==> src/rtl/digiota_pkg.sv <==
// Shared defaults and width helpers for the comparator-bitstream decimator family.
package digiota_pkg;

    localparam int WIN_LOG2_DEF    = 6;
    localparam int SYNC_STAGES_DEF = 2;
    localparam int FULL_SCALE_DEF  = 1 << WIN_LOG2_DEF;

    // One extra bit so a window of all ones (2^win_log2) still fits.
    function automatic int out_width(input int win_log2);
        return win_log2 + 1;
    endfunction

endpackage

==> src/rtl/digiota_sync.sv <==
// Plain flop-chain synchronizer for an asynchronous single-bit input; latency STAGES cycles, no backpressure.
module digiota_sync #(
    parameter int STAGES = 2
) (
    input  logic clk,
    input  logic rst_n,
    input  logic d,
    output logic q
);

    logic [STAGES-1:0] chain;

    always_ff @(posedge clk or negedge rst_n) begin
        if (!rst_n) begin
            chain <= '0;
        end else begin
            chain <= {chain[STAGES-2:0], d};
        end
    end

    assign q = chain[STAGES-1];

endmodule

==> src/rtl/digiota_decimator.sv <==
// Ones-count decimator over 2^WIN_LOG2 enabled cycles; sample 1 cycle after window end; DIGIOTA_GLITCH_FILT_EN adds a majority filter.
// Backpressure: one-deep output register; a window completing while it is full and not accepted is dropped and flagged as overrun.
module digiota_decimator
    import digiota_pkg::*;
#(
    parameter int WIN_LOG2    = WIN_LOG2_DEF,
    parameter int OUT_W       = out_width(WIN_LOG2),
    parameter int SYNC_STAGES = SYNC_STAGES_DEF
) (
    input  logic             clk,
    input  logic             rst_n,
    input  logic             ena,
    input  logic             cmp_in,
    output logic [OUT_W-1:0] sample_data,
    output logic             sample_valid,
    input  logic             sample_ready,
    output logic             ovr_pulse,
    output logic             ovr_sticky,
    input  logic             ovr_clr
);

    localparam logic [WIN_LOG2-1:0] WCNT_ONE = {{(WIN_LOG2-1){1'b0}}, 1'b1};

    logic                s;
    logic                b;
    logic [WIN_LOG2-1:0] wcnt;
    logic [OUT_W-1:0]    acc;
    logic [OUT_W-1:0]    win_result;
    logic                tc;
    logic                load;
    logic                drop;

    digiota_sync #(.STAGES(SYNC_STAGES)) u_sync (
        .clk   (clk),
        .rst_n (rst_n),
        .d     (cmp_in),
        .q     (s)
    );

`ifdef DIGIOTA_GLITCH_FILT_EN
    logic tap1;
    logic tap2;

    always_ff @(posedge clk or negedge rst_n) begin
        if (!rst_n) begin
            tap1 <= 1'b0;
            tap2 <= 1'b0;
        end else begin
            tap1 <= s;
            tap2 <= tap1;
        end
    end

    assign b = (s & tap1) | (s & tap2) | (tap1 & tap2);
`else
    assign b = s;
`endif

    assign tc         = ena && (wcnt == '1);
    assign win_result = acc + {{(OUT_W-1){1'b0}}, b};
    assign load       = tc && (!sample_valid || sample_ready);
    assign drop       = tc && sample_valid && !sample_ready;

    always_ff @(posedge clk or negedge rst_n) begin
        if (!rst_n) begin
            wcnt <= '0;
            acc  <= '0;
        end else if (ena) begin
            wcnt <= wcnt + WCNT_ONE;
            acc  <= tc ? '0 : win_result;
        end
    end

    // A load on the same cycle as a transfer keeps valid high with fresh data.
    always_ff @(posedge clk or negedge rst_n) begin
        if (!rst_n) begin
            sample_data  <= '0;
            sample_valid <= 1'b0;
        end else if (load) begin
            sample_data  <= win_result;
            sample_valid <= 1'b1;
        end else if (sample_valid && sample_ready) begin
            sample_valid <= 1'b0;
        end
    end

    always_ff @(posedge clk or negedge rst_n) begin
        if (!rst_n) begin
            ovr_pulse  <= 1'b0;
            ovr_sticky <= 1'b0;
        end else begin
            ovr_pulse  <= drop;
            ovr_sticky <= drop | (ovr_sticky & ~ovr_clr);
        end
    end

endmodule

==> config.mk <==
export PLATFORM = sky130hd
export DESIGN_NAME = digiota_decimator
export DESIGN_NICKNAME = d
export VERILOG_FILES = /design/src/rtl/digiota_pkg.sv /design/src/rtl/digiota_sync.sv /design/src/rtl/digiota_decimator.sv
export SDC_FILE = /design/constraint.sdc
export NUM_CORES = 1
export LEC_CHECK = 0
export CORE_MARGIN = 8
export CORE_UTILIZATION = 60
export CTS_BUF_LIST = sky130_fd_sc_hd__clkbuf_4
export DETAILED_ROUTE_END_ITERATION = 6
export GPL_TIMING_DRIVEN = 0
export PLACE_DENSITY = 0.86
export SLEW_MARGIN = 5
export SYNTH_ARGS = -nofsm -noshare
export SYNTH_HDL_FRONTEND = slang
export SYNTH_HIERARCHICAL = 1
export SYNTH_SLANG_ARGS = --single-unit
==> constraint.sdc <==
create_clock -name clk -period 3.26 [get_ports clk]
set_clock_uncertainty 0.1 [all_clocks]
set_input_delay 0.489 -clock clk [delete_from_list [all_inputs] [get_ports clk]]
set_output_delay 0.489 -clock clk [all_outputs]
set_load 0.01 [all_outputs]
Word level (Yosys, flattened, before mapping)
Index checks and enable logic that the tools add are counted.
{ "op_classes": {"n_eq_ne": 1, "n_reduce_logical": 9, "mux": 3, "add_sub_neg": 2, "n_bitwise": 3} }
{ "ops": {"columns": ["op", "count"], "rows": [
  ["adder 7 x 1 -> 7 bit", 1],
  ["2-to-1 mux 7 bit", 1],
  ["adder 6 x 1 -> 6 bit, second input constant", 1],
  ["== test 6 bit, second input constant", 1],
  ["logical AND 1 bit", 5],
  ["zero test 1 bit", 2],
  ["2-to-1 mux 1 bit", 2],
  ["nonzero test 2 bit", 1],
  ["AND 1 bit", 1],
  ["logical OR 1 bit", 1],
  ["NOT 1 bit", 1],
  ["bitwise OR 1 bit", 1]
]} }
{ "word_totals": {"elab_cells": 25, "ff_bits": 25} }

Longest topological paths before layout
{ "depth": {"ltp_word": 5, "depth_mapped": 6, "mapped_depth_nobuf": 5} }

Modules after synthesis
The synthesis kept the hierarchy.
{ "by_module_without_submodules": {"columns": ["module", "instances", "area_per_inst_um2", "seq_area_each_um2", "cells_each"], "rows": [
  ["digiota_decimator", 1, 1116.1, 575.6, 102],
  ["digiota_sync", 1, 50.0, 50.0, 2]
]} }

Worst setup path before layout
OpenSTA, ideal clock, no wires.
{ "synth_timing": {"path_kind": "input to register", "startpoint": "input port ena", "endpoint": "register sample_data[0]", "required_ps": 3035, "arrival_time_ps": 1434, "slack_ps": 1600, "path_buffers": 3, "path_stages": 6, "path_cell_list": "buf_6 > and3_4 > buf_6 > and3_4 > buf_6 > mux2_4"} }
{ "synth_via": {"elab_chain_len": 2} }
{ "synth_lines": {"columns": ["element", "line", "source"], "rows": [
  ["start: declaration", "digiota_decimator.sv:12", "input logic ena,"],
  ["logical AND 1 bit", "digiota_decimator.sv:59", "assign tc = ena && (wcnt == '1);"],
  ["logical AND 1 bit", "digiota_decimator.sv:61", "assign load = tc && (!sample_valid || sample_ready);"],
  ["end signal: assignment", "digiota_decimator.sv:80", "sample_data <= win_result;"],
  ["end: declaration", "digiota_decimator.sv:14", "output logic [OUT_W-1:0] sample_data,"]
]} }
Every way passes these cells.
A chain may end at the register's enable or synchronous reset.

Worst setup path after layout
{ "layout_timing": {"startpoint": "register sample_data[0]", "endpoint": "output port sample_data[0]"} }
No word-level cell between the ends.

==> summary.txt <==
Routing
  • Post-DRT Antenna Nets: 0
  • DRT met1 WL: 921 µm
  • Via density: 5.58
  • Top sig layer: met4
  • Metal3 WL: 116 µm
  • Met2 WL post-DR: 1080 µm
  • Via count: just over 800
  • Drt total wl: ~2200 µm
  • Wirelength per Cell: around 15 µm
  • DRT Pass-1 Iters: 5
  • DRC: 0
  • 1st-iter DRT viols: 21

Timing
  • RSZ-0062 raised after global routing: false
  • Final WS setup: 1420 ps
  • Final setup vio count: 0
  • Slew headroom: 27.4%
  • Final critical-path required period: 1840 ps
  • Setup tns final: 0 ps
  • Slew Limit Fails: 0
  • Worst Hold Slack: around 280 ps
  • Fmax: about 540 MHz
  • Slew @ Worst Pin: 1090 ps
  • Hold Fails Final Rpt: 0
  • Period utilization: about 56%

Min path
  • Hold WC Path Type: reg2reg

Power and ir drop
  • Leakage: 0.604 nW
  • Post-layout power: 0.901 mW
  • PwrDens: 658 nW/µm²
  • Peak supply drop: 0.451 mV

Global route
  • Overflow after GRT: 0
  • Vias in the first global route: 855
  • Largest net degree at the start of global routing: 26
  • First-pass GRT wire length: roughly 3800 µm
  • Gr usage total: 14.0%
  • Antenna violations before repair: 0

Floorplanning
  • Die height: 60.1 µm
  • Number of I/O pins: 16
  • Die extent in x: 60.1 µm
  • Row count: 16
  • Starting Density: 61.3%
  • CORE AREA: 1900 µm²
  • Die area: between 3000 and 4000 µm²

Logic synthesis
  • Synth area leaders: dfrtp_1 54%, mux2_4 5.2%, nand2_1 3.9%, xnor2_1 3.8%, a31oi_1 3.2%
  • Most used DFF post-synth: dfrtp_1
  • Synth cell count leaders: 25 x dfrtp_1, 12 x nand2_1, 6 x a31oi_1, 6 x nand3_1
  • Net Count, Synth: 113
  • Post-synthesis cell count: 104
  • Distinct cells, synth: 27
  • Post-synth top area cell: dfrtp_1
  • Synth warnings: 6
  • Most common cell in the netlist: dfrtp_1
  • Sequential area share after synthesis: 53.6%
  • Seq cells post-synth: 25
  • Post-synth EDFFs: 0
  • Top cell type's share of synthesized area: 53.6%
  • Asr flop ratio synth: 100%
  • Synth Area per Inst: 11.2 µm²
  • Post-synthesis cell area: roughly 1200 µm²

Placement
  • Pre-CTS setup slack: 1200 ps
  • IO Port Bufs: 14
  • Area after DPL: 1340 µm²
  • GPL Wtd Cong: slightly above 0.9
  • Dpl hpwl: about 1600 µm

Clock network
  • Hold_buf cts: 0
  • H-tree depth: 1
  • CTS root buffer: clkbuf_4
  • CTS tree: built
  • Post-CTS sizing: 0
  • CTS max path bufs: 2
  • Clock Latency Late Sink: 310 ps
  • Clock net sink count: 25
  • TritonCTS Buffers: 3
  • Reg clk slew, reported paths: 120 ps
  • Post-CTS setup buffers: 0

Worst setup path
  • Data required time of the worst path: approximately 2700 ps
  • Maximum fanout along the worst path: 2
  • CP Buf/Inv Count: 1
  • Worst path cell trace: clkdlybuf4s50_1
  • CP top delay family: buffers and inverters
  • CP peak stage delay: roughly 550 ps
  • CP endpoint kind: output pin
  • Slowest-stage cell, CP: clkdlybuf4s50_1
  • Critical Path AT: 1250 ps
  • Setup CP Type: reg2out
  • Startpoint Class: register

Flow run
  • Max_cap viols: 0

Finish
  • Final Cell Area: 1370 µm²
  • Final nets: 132
  • FF/Latch Area: 626 µm²
  • Area grow syn2layout: 17.5%
  • Fraction of final layout cells sized beyond drive strength 1: 13.9%
  • Area of the multi-input gates: ~470 µm²
  • Fillers: 134
  • N_diodes: 0

Outcome
  • Run status: completed
==> power breakdown <==
part | leakage, nW | internal (mW) | total (mW) | switching (mW)
Combinational | 0.272 | 0.153 | 0.280 | 0.127
Sequential | 0.314 | 0.398 | 0.479 | 0.0809
Clock | 0.0184 | 0.0562 | 0.143 | 0.0865
==> final cells by class <==
class	instances	share of cell area [%]
Timing Repair Buffer	14	10.2
Clock buffer	4	2.19
Buffer	6	3.47
Tap cell	27	2.47
Sequential cell	25	45.7
Inverter	5	1.37
Multi-Input combinational cell	68	34.6
==> routing by layer <==
| metal | GRT usage, % | up-vias |
|---|---|---|
| li1 | - | 407 |
| met1 | 16.8 | 398 |
| met2 | 22.5 | 21 |
| met3 | 3.66 | 5 |
| met4 | 6.80 | 0 |
| met5 | 0 | - |
==> path summary, 6_finish.rpt <==
check,start,end,slack [ps],cells past startpoint
max in group asynchronous,rst_n,sample_data[6]$_DFFE_PN0P_,1770,1
setup reg to reg,acc[0]$_DFFE_PN0P_,sample_data[6]$_DFFE_PN0P_,1420,5
setup / recovery,sample_data[0]$_DFFE_PN0P_,sample_data[0],1420,1
min in group asynchronous,rst_n,sample_valid$_DFFE_PN0P_,650,1
hold reg to reg,u_sync/chain[0]$_DFF_PN0_,u_sync/chain[1]$_DFF_PN0_,280,0
hold / removal,u_sync/chain[0]$_DFF_PN0_,u_sync/chain[1]$_DFF_PN0_,280,0
==> flip-flops by register name (all words and copies together) (netlist names) <==
signal        flops
sample_valid      1
u_sync/chain      2
acc               7
wcnt              6
sample_data       7
ovr_pulse         1
ovr_sticky        1
==> layout by cell type (no fill, tap or decap), types with 2 or more instances in the layout <==
cell type | netlist | routed
ha_1 | 3 | 3
nand3_1 | 6 | 6
xnor2_1 | 5 | 5
xor2_1 | 2 | 2
clkbuf_4 | 0 | 4
o21ai_0 | 5 | 5
clkdlybuf4s50_1 | 0 | 14
buf_2 | 2 | 2
buf_6 | 3 | 3
nor2_1 | 3 | 3
inv_1 | 5 | 5
nand4_1 | 2 | 2
and3_4 | 2 | 2
o22ai_1 | 5 | 5
or3_1 | 2 | 2
nand2_1 | 12 | 12
a31oi_1 | 6 | 6
nand2b_1 | 2 | 2
dfrtp_1 | 25 | 25
o221ai_1 | 2 | 2
mux2_4 | 4 | 4
==> through the flow <==
| stage | std cells | util [%] |
|---|---|---|
| after floorplan | 104 | - |
| after global placement | 145 | 70.5 |
| after detailed placement | 145 | 70.5 |
| after CTS | 149 | 72.0 |
| after global routing | 149 | 72.0 |
| final | 149 | 72.0 |
==> cells by family after synthesis <==
family | count (synthesis) | share of synthesized area [%]
mux | 5 | 6.12
flops | 25 | 53.6
compound gates | 21 | 11.8
fa+ha+maj | 3 | 3.22
buf+inv | 11 | 5.69
simple gates | 32 | 14.3
xor+xnor | 7 | 5.26
==> worst reg2reg max path, delay by kind of cell (launching register included) <==
| family | cells | cell delay, ps |
|---|---|---|
| AOI/OAI and AO/OA | 1 | 190 |
| adders and majority gates | 2 | 470 |
| and+or+nand+nor | 2 | 630 |
| DFF | 1 | 370 |
(Power assumes the default switching activity.)
